### src/rtl/clk_ctrl_if.sv
// Configuration, step button, breakpoint and clock-status bundle of clk_ctrl.
interface clk_ctrl_if #(
  parameter int CNT_W  = 24,
  parameter int ADDR_W = 16
);
  logic [1:0]        cfg_mode;
  logic [CNT_W-1:0]  cfg_div;
  logic              step_btn;
  logic              bp_en;
  logic [ADDR_W-1:0] bp_addr;
  logic [ADDR_W-1:0] pc_addr;
  logic              clk_out;
  logic              halted;
  logic              bp_hit;
  logic [31:0]       cyc_cnt;

  modport master (
    output cfg_mode, cfg_div, step_btn, bp_en, bp_addr, pc_addr,
    input  clk_out, halted, bp_hit, cyc_cnt
  );

  modport slave (
    input  cfg_mode, cfg_div, step_btn, bp_en, bp_addr, pc_addr,
    output clk_out, halted, bp_hit, cyc_cnt
  );
endinterface

### src/rtl/clk_ctrl.sv
// CPU clock controller: full-speed, divided, single-step and halt modes.
// Optional PC breakpoint is built when CLK_CTRL_BP_EN is defined.
module clk_ctrl #(
  parameter int CNT_W  = 24,
  parameter int DEB_W  = 16,
  parameter int ADDR_W = 16
) (
  input  logic      cpu_clk50,
  input  logic      cpu_rst,
  clk_ctrl_if.slave ctrl
);
  typedef enum logic [1:0] {RUN, STOP, STEP_HI, STEP_LO} state_e;

  state_e            state_q, state_d;
  logic [CNT_W-1:0]  cnt_q, cnt_d, h_q, h_d, h_live, h_cur;
  logic              clk_q, clk_d, bp_hit_q, bp_hit_d;
  logic [31:0]       cyc_q, cyc_d;
  logic [1:0]        sync_q, sync_d;
  logic              filt_q, filt_d, press_q, press_d;
  logic [DEB_W-1:0]  deb_q, deb_d;
  logic [ADDR_W-1:0] pc_l, bpa_l;
  logic              bp_en_l, bp_match, term, stop_req, step_ok;

  assign pc_l  = ctrl.pc_addr;
  assign bpa_l = ctrl.bp_addr;

`ifdef CLK_CTRL_BP_EN
  assign bp_en_l  = ctrl.bp_en;
  assign bp_match = ctrl.bp_en && (pc_l == bpa_l);
`else
  logic unused_bp;
  assign bp_en_l   = 1'b0;
  assign bp_match  = 1'b0;
  assign unused_bp = ^{ctrl.bp_en, pc_l, bpa_l};
`endif

  // Half period is latched on the first cycle of each phase so a cfg change
  // only shapes the following phase.
  assign h_live   = (ctrl.cfg_mode == 2'b00 || ctrl.cfg_div == '0) ? CNT_W'(1) : ctrl.cfg_div;
  assign h_cur    = (cnt_q == '0) ? h_live : h_q;
  assign term     = (cnt_q + CNT_W'(1)) == h_cur;
  assign stop_req = ctrl.cfg_mode[1] || (bp_hit_q && bp_en_l);
  // A press in STOP beats a simultaneous switch to 00/01; only halt blocks it.
  assign step_ok  = press_q && (bp_hit_q || ctrl.cfg_mode != 2'b11);

  always_comb begin
    sync_d  = {sync_q[0], ctrl.step_btn};
    filt_d  = filt_q;
    deb_d   = '0;
    press_d = 1'b0;
    if (sync_q[1] != filt_q) begin
      if (deb_q == '1) begin
        filt_d  = sync_q[1];
        press_d = filt_q;
      end else begin
        deb_d = deb_q + DEB_W'(1);
      end
    end
  end

  always_comb begin
    state_d  = state_q;
    cnt_d    = cnt_q;
    clk_d    = clk_q;
    cyc_d    = cyc_q;
    bp_hit_d = bp_hit_q;
    h_d      = h_cur;
    unique case (state_q)
      RUN: begin
        if (!term) begin
          cnt_d = cnt_q + CNT_W'(1);
        end else begin
          cnt_d = '0;
          if (clk_q) begin
            clk_d = 1'b0;
            if (bp_match) bp_hit_d = 1'b1;
          end else begin
            if (!bp_en_l) bp_hit_d = 1'b0;
            if (stop_req) begin
              state_d = STOP;
            end else begin
              clk_d = 1'b1;
              cyc_d = cyc_q + 32'd1;
            end
          end
        end
      end
      STOP: begin
        cnt_d = '0;
        clk_d = 1'b0;
        if (step_ok) begin
          state_d = STEP_HI;
          clk_d   = 1'b1;
          cyc_d   = cyc_q + 32'd1;
        end else if (bp_hit_q && !bp_en_l) begin
          bp_hit_d = 1'b0;
        end else if (!bp_hit_q && !ctrl.cfg_mode[1]) begin
          state_d = RUN;
        end
      end
      STEP_HI: begin
        if (term) begin
          cnt_d   = '0;
          clk_d   = 1'b0;
          state_d = STEP_LO;
        end else begin
          cnt_d = cnt_q + CNT_W'(1);
        end
      end
      STEP_LO: begin
        if (term) begin
          cnt_d    = '0;
          state_d  = STOP;
          bp_hit_d = 1'b0;
        end else begin
          cnt_d = cnt_q + CNT_W'(1);
        end
      end
    endcase
  end

  always_ff @(posedge cpu_clk50 or negedge cpu_rst) begin
    if (!cpu_rst) begin
      state_q  <= RUN;
      cnt_q    <= '0;
      h_q      <= '0;
      clk_q    <= 1'b0;
      cyc_q    <= '0;
      bp_hit_q <= 1'b0;
      sync_q   <= '1;
      filt_q   <= 1'b1;
      deb_q    <= '0;
      press_q  <= 1'b0;
    end else begin
      state_q  <= state_d;
      cnt_q    <= cnt_d;
      h_q      <= h_d;
      clk_q    <= clk_d;
      cyc_q    <= cyc_d;
      bp_hit_q <= bp_hit_d;
      sync_q   <= sync_d;
      filt_q   <= filt_d;
      deb_q    <= deb_d;
      press_q  <= press_d;
    end
  end

  assign ctrl.clk_out = clk_q;
  assign ctrl.halted  = (state_q == STOP);
  assign ctrl.bp_hit  = bp_hit_q;
  assign ctrl.cyc_cnt = cyc_q;
endmodule

### src/flat_wrapper.sv
// flat-port wrapper written by rule: the top's interface ports become plain ports
module clk_ctrl_flat 
#(
  parameter int CNT_W  = 24,
  parameter int DEB_W  = 16,
  parameter int ADDR_W = 16
)
  (cpu_clk50, cpu_rst, ctrl_cfg_mode, ctrl_cfg_div, ctrl_step_btn, ctrl_bp_en, ctrl_bp_addr, ctrl_pc_addr, ctrl_clk_out, ctrl_halted, ctrl_bp_hit, ctrl_cyc_cnt);
  clk_ctrl_if #(.CNT_W(CNT_W), .ADDR_W(ADDR_W)) ctrl_i ();
  input  logic cpu_clk50;
  input  logic cpu_rst;
  input wire logic [$bits(ctrl_i.cfg_mode)-1:0] ctrl_cfg_mode;
  input wire logic [$bits(ctrl_i.cfg_div)-1:0] ctrl_cfg_div;
  input wire logic [$bits(ctrl_i.step_btn)-1:0] ctrl_step_btn;
  input wire logic [$bits(ctrl_i.bp_en)-1:0] ctrl_bp_en;
  input wire logic [$bits(ctrl_i.bp_addr)-1:0] ctrl_bp_addr;
  input wire logic [$bits(ctrl_i.pc_addr)-1:0] ctrl_pc_addr;
  output wire logic [$bits(ctrl_i.clk_out)-1:0] ctrl_clk_out;
  output wire logic [$bits(ctrl_i.halted)-1:0] ctrl_halted;
  output wire logic [$bits(ctrl_i.bp_hit)-1:0] ctrl_bp_hit;
  output wire logic [$bits(ctrl_i.cyc_cnt)-1:0] ctrl_cyc_cnt;
  assign ctrl_i.cfg_mode = ctrl_cfg_mode;
  assign ctrl_i.cfg_div = ctrl_cfg_div;
  assign ctrl_i.step_btn = ctrl_step_btn;
  assign ctrl_i.bp_en = ctrl_bp_en;
  assign ctrl_i.bp_addr = ctrl_bp_addr;
  assign ctrl_i.pc_addr = ctrl_pc_addr;
  assign ctrl_clk_out = ctrl_i.clk_out;
  assign ctrl_halted = ctrl_i.halted;
  assign ctrl_bp_hit = ctrl_i.bp_hit;
  assign ctrl_cyc_cnt = ctrl_i.cyc_cnt;
  clk_ctrl #(.CNT_W(CNT_W), .DEB_W(DEB_W), .ADDR_W(ADDR_W)) u_core (.cpu_clk50(cpu_clk50), .cpu_rst(cpu_rst), .ctrl(ctrl_i));
endmodule
### config.mk
export PLATFORM = sky130hd
export DESIGN_NAME = clk_ctrl_flat
export DESIGN_NICKNAME = d
export VERILOG_FILES = /design/src/rtl/clk_ctrl_if.sv /design/src/rtl/clk_ctrl.sv /design/src/flat_wrapper.sv
export SDC_FILE = /design/constraint.sdc
export NUM_CORES = 1
export LEC_CHECK = 0
export ABC_AREA = 1
export CAP_MARGIN = 20
export CORE_ASPECT_RATIO = 2
export CORE_MARGIN = 2
export CORE_UTILIZATION = 40
export DETAILED_ROUTE_END_ITERATION = 7
export SYNTH_ARGS = -nofsm -noshare
export SYNTH_HDL_FRONTEND = slang
export SYNTH_SLANG_ARGS = --single-unit
### constraint.sdc
create_clock -name cpu_clk50 -period 3.3 [get_ports cpu_clk50]
set_clock_uncertainty 0.2 [all_clocks]
set_input_delay 0.495 -clock cpu_clk50 [delete_from_list [all_inputs] [get_ports cpu_clk50]]
set_output_delay 0.495 -clock cpu_clk50 [all_outputs]
set_load 0.005 [all_outputs]
==> reports/metrics.cfg <==
[placed_design]
dpl.hpwl_mm=15.1
io_buffers=62
place_area_sq_um=8140
post-place-ws_ns=-0.205
dp.cells=1314
gp_congestion=0.907

[worst_setup_path]
critPathArrivalTime_ns=3.13
crit_top_cell=nand2_1
cp.required_ns=3.35
crit_fanout=14
cp_slowest_stage_delay_ns=0.41
slowest_stage=dfrtp_1
start_kind=register
crit_path_cell_trace=inv_1 -> ha_2 -> nand3_1 -> nor2_1 -> nand2_1 -> nor2_2 -> buf_4 -> buf_4 -> or2_2 -> nand3_1 -> nand2_1 -> nor2_1 -> nand2_1 -> nor2_1 -> nand3_1 -> nand2_2 -> nand4_2 -> buf_12 -> nand2_1 -> nand2_1
cp_top_family=simple AND/OR/NAND/NOR gates
worstSetupEndpointType=register
worstSetupPathType=reg2reg
critPathBufInv=4

[yosys]
ys.warnings.count=0
yosys_register_bits=103
synth_area_sq_um=6770
synth_sequential_area_ratio_pct=38.1
synth_largest_area_cell=dfrtp_1
syn_inst=993
synth_top_cell_area_share_pct=37.0
synth_fp_nets=1064
ys_types=37
netlist_top_cells_area=dfrtp_1 37%, nand2_1 19%, nor2_1 8.4%
syn_avg_cell_area_sq_um=6.82

[clock_network]
cts_buffers=9
clk_path_buf_depth=2
clock_latency_ns=0.36
cts_tree=yes
cts_sinks=103
cts_max_level=3
clk_pin_slew_ns=0.08
post_cts_buffers=0
root_buffer=clkbuf_16

[route]
wire_per_inst_microns=14.7
drtIter0Drc=252
drtAntennaViolNets=0
drc=0
num_vias=6596
drt_pass1_iterations=4
wl_mm=19.6
viasPerCell=4.96

[die]
coreArea_sq_um=16700
boundaryPins=97
fp.dieH_microns=188
die-area_sq_um=18000
die_x_microns=96
fp-row-count=67
initial_core_util_pct=40.6

[timing]
worst_pin_slew_ns=0.627
final_max_slew_viol_count=0
final_hold_viol_count=0
slew_headroom_pct=58.2
max_freq_mhz=325
tns_ns=0
setup_violations=0
post-route-period-util_pct=93.3
layout_min_cycle_time_ns=3.08
rsz0062_at_grt=yes
layout_setup_ws_ns=0.220
holdWs_ns=0.161

[pwr]
power_density_nw_per_um2=664
ir_worst_vdd_v=0.000354
finalPower_mw=5.68
p_leak_nw=4.37

[flow_run]
max-cap-violations=0

[cells_and_area]
drive_above_1_share_pct=13.1
fin_area_sq_um=8540
nets=1190
multi_input_area_sq_um=3600
diodes=0
nFillCells=1705
final_util_pct=51.2
register_area_sq_um=2580
synthToLayoutAreaGrowth_pct=26.2
final-instance-count-excl-fill=1331

[global_route]
grt.overflow.total=0
grt_pass1_vias=6500
grt_max_degree=61
grt_first_pass_wirelength_mm=31.0
grt_use_total_pct=22.6
antenna_found_initial=0

[worst_hold_path]
hold_path_class=reg2reg

[run_status]
status=complete, no violations

placed cells by master (no fill, tap or decap), drive strengths merged:
master | netlist | final
nand2 | 344 | 344
nor2 | 167 | 167
inv | 120 | 124
dfrtp | 100 | 100
buf | 23 | 79
nand3 | 75 | 75
clkdlybuf4s50 | 0 | 61
nand4 | 60 | 60
xor2 | 21 | 21
nor3 | 14 | 14
xnor2 | 10 | 10
clkbuf | 3 | 10
or2 | 9 | 9
o21ai | 9 | 9
ha | 9 | 9
a21oi | 7 | 7
nor3b | 5 | 5
nor4 | 5 | 5
nand3b | 4 | 4
dfstp | 3 | 3
or4 | 2 | 2
bufinv | 0 | 2
clkinv | 1 | 1
a22oi | 1 | 1
conb | 1 | 1
dlygate4sd3 | 0 | 1
metal layers:
layer / up-vias / routed length, microns / track usage [%]
met5: - / 0 / 0
met4: 0 / 1230 / 14.3
met3: 43 / 455 / 2.49
met2: 118 / 11000 / 42.9
met1: 3059 / 6860 / 21.6
li1: 3376 / - / -
area by class of cell:
cell class / instances / area share, %
Multi-Input combinational cell: 743 / 42.1
Sequential cell: 103 / 30.2
Timing Repair Buffer: 141 / 15.5
Inverter: 121 / 5.37
Tap cell: 207 / 3.03
Clock buffer: 10 / 2.68
Clock inverter: 6 / 1.14
sequential cells by signal (all words and copies together), names as in the netlist:
name,cells
u_core.cnt_q,24
u_core.ctrl.clk_out,1
u_core.ctrl.cyc_cnt,32
u_core.deb_q,16
u_core.filt_q,1
u_core.h_q,24
u_core.press_q,1
u_core.state_q,2
u_core.sync_q,2
path summary, 6_finish.rpt:
check                           slack, ns                                  end  cells after the start                       start
worst max-delay path                 0.22  u_core.ctrl.cyc_cnt[15]$_DFFE_PN0P_                     20   u_core.cnt_q[0]$_DFF_PN0_
worst min-delay path                 0.16           u_core.sync_q[1]$_DFF_PN1_                      0  u_core.sync_q[0]$_DFF_PN1_
worst max register to register       0.22  u_core.ctrl.cyc_cnt[15]$_DFFE_PN0P_                     20   u_core.cnt_q[0]$_DFF_PN0_
worst min register to register       0.16           u_core.sync_q[1]$_DFF_PN1_                      0  u_core.sync_q[0]$_DFF_PN1_
max in group asynchronous            1.67             u_core.h_q[20]$_DFF_PN0_                      3                     cpu_rst
min in group asynchronous            0.48           u_core.deb_q[11]$_DFF_PN0_                      2                     cpu_rst
worst reg2reg max path, stage by stage, from the launching register on:
cell and delay, ns:
dfrtp_1 0.41, inv_1 0.08, ha_2 0.22, nand3_1 0.09, nor2_1 0.05, nand2_1 0.07
nor2_2 0.03, buf_4 0.18, buf_4 0.16, or2_2 0.28, nand3_1 0.11, nand2_1 0.06
nor2_1 0.08, nand2_1 0.07, nor2_1 0.15, nand3_1 0.15, nand2_2 0.16, nand4_2 0.12
buf_12 0.19, nand2_1 0.06, nand2_1 0.05
synthesized netlist by cell type, drive strengths merged:
library cell    n
nand2         344
dfstp           3
xnor2          10
nand4          60
inv           120
clkbuf          3
buf            23
nor4            5
nand3          75
nor2          167
a22oi           1
or4             2
ha              9
o21ai           9
dfrtp         100
nand3b          4
conb            1
nor3           14
a21oi           7
xor2           21
clkinv          1
nor3b           5
or2             9
kinds of logic after synthesis:
| kind of cell | after synthesis | synth area share, % |
|---|---|---|
| xor gates and xnor gates | 31 | 4.01 |
| other | 1 | 0.0554 |
| AOI/OAI and AO/OA | 17 | 1.29 |
| and+or+nand+nor | 685 | 45.1 |
| buffers and inverters | 147 | 9.76 |
| DFF | 103 | 38.1 |
| adders and majority gates | 9 | 1.66 |
what timing repair did:
action                                  CTS  global route
endpoints found under the setup margin    0            58
resized for setup                         0            20
hold endpoints to repair                 40             0
hold buffers                              1             0
power breakdown:
group / internal (mW) / switching, mW / total (mW)
clock network: 0.680 / 0.534 / 1.21
logic: 1.18 / 1.70 / 2.88
registers: 1.46 / 0.123 / 1.58
(Power assumes the default switching activity.)
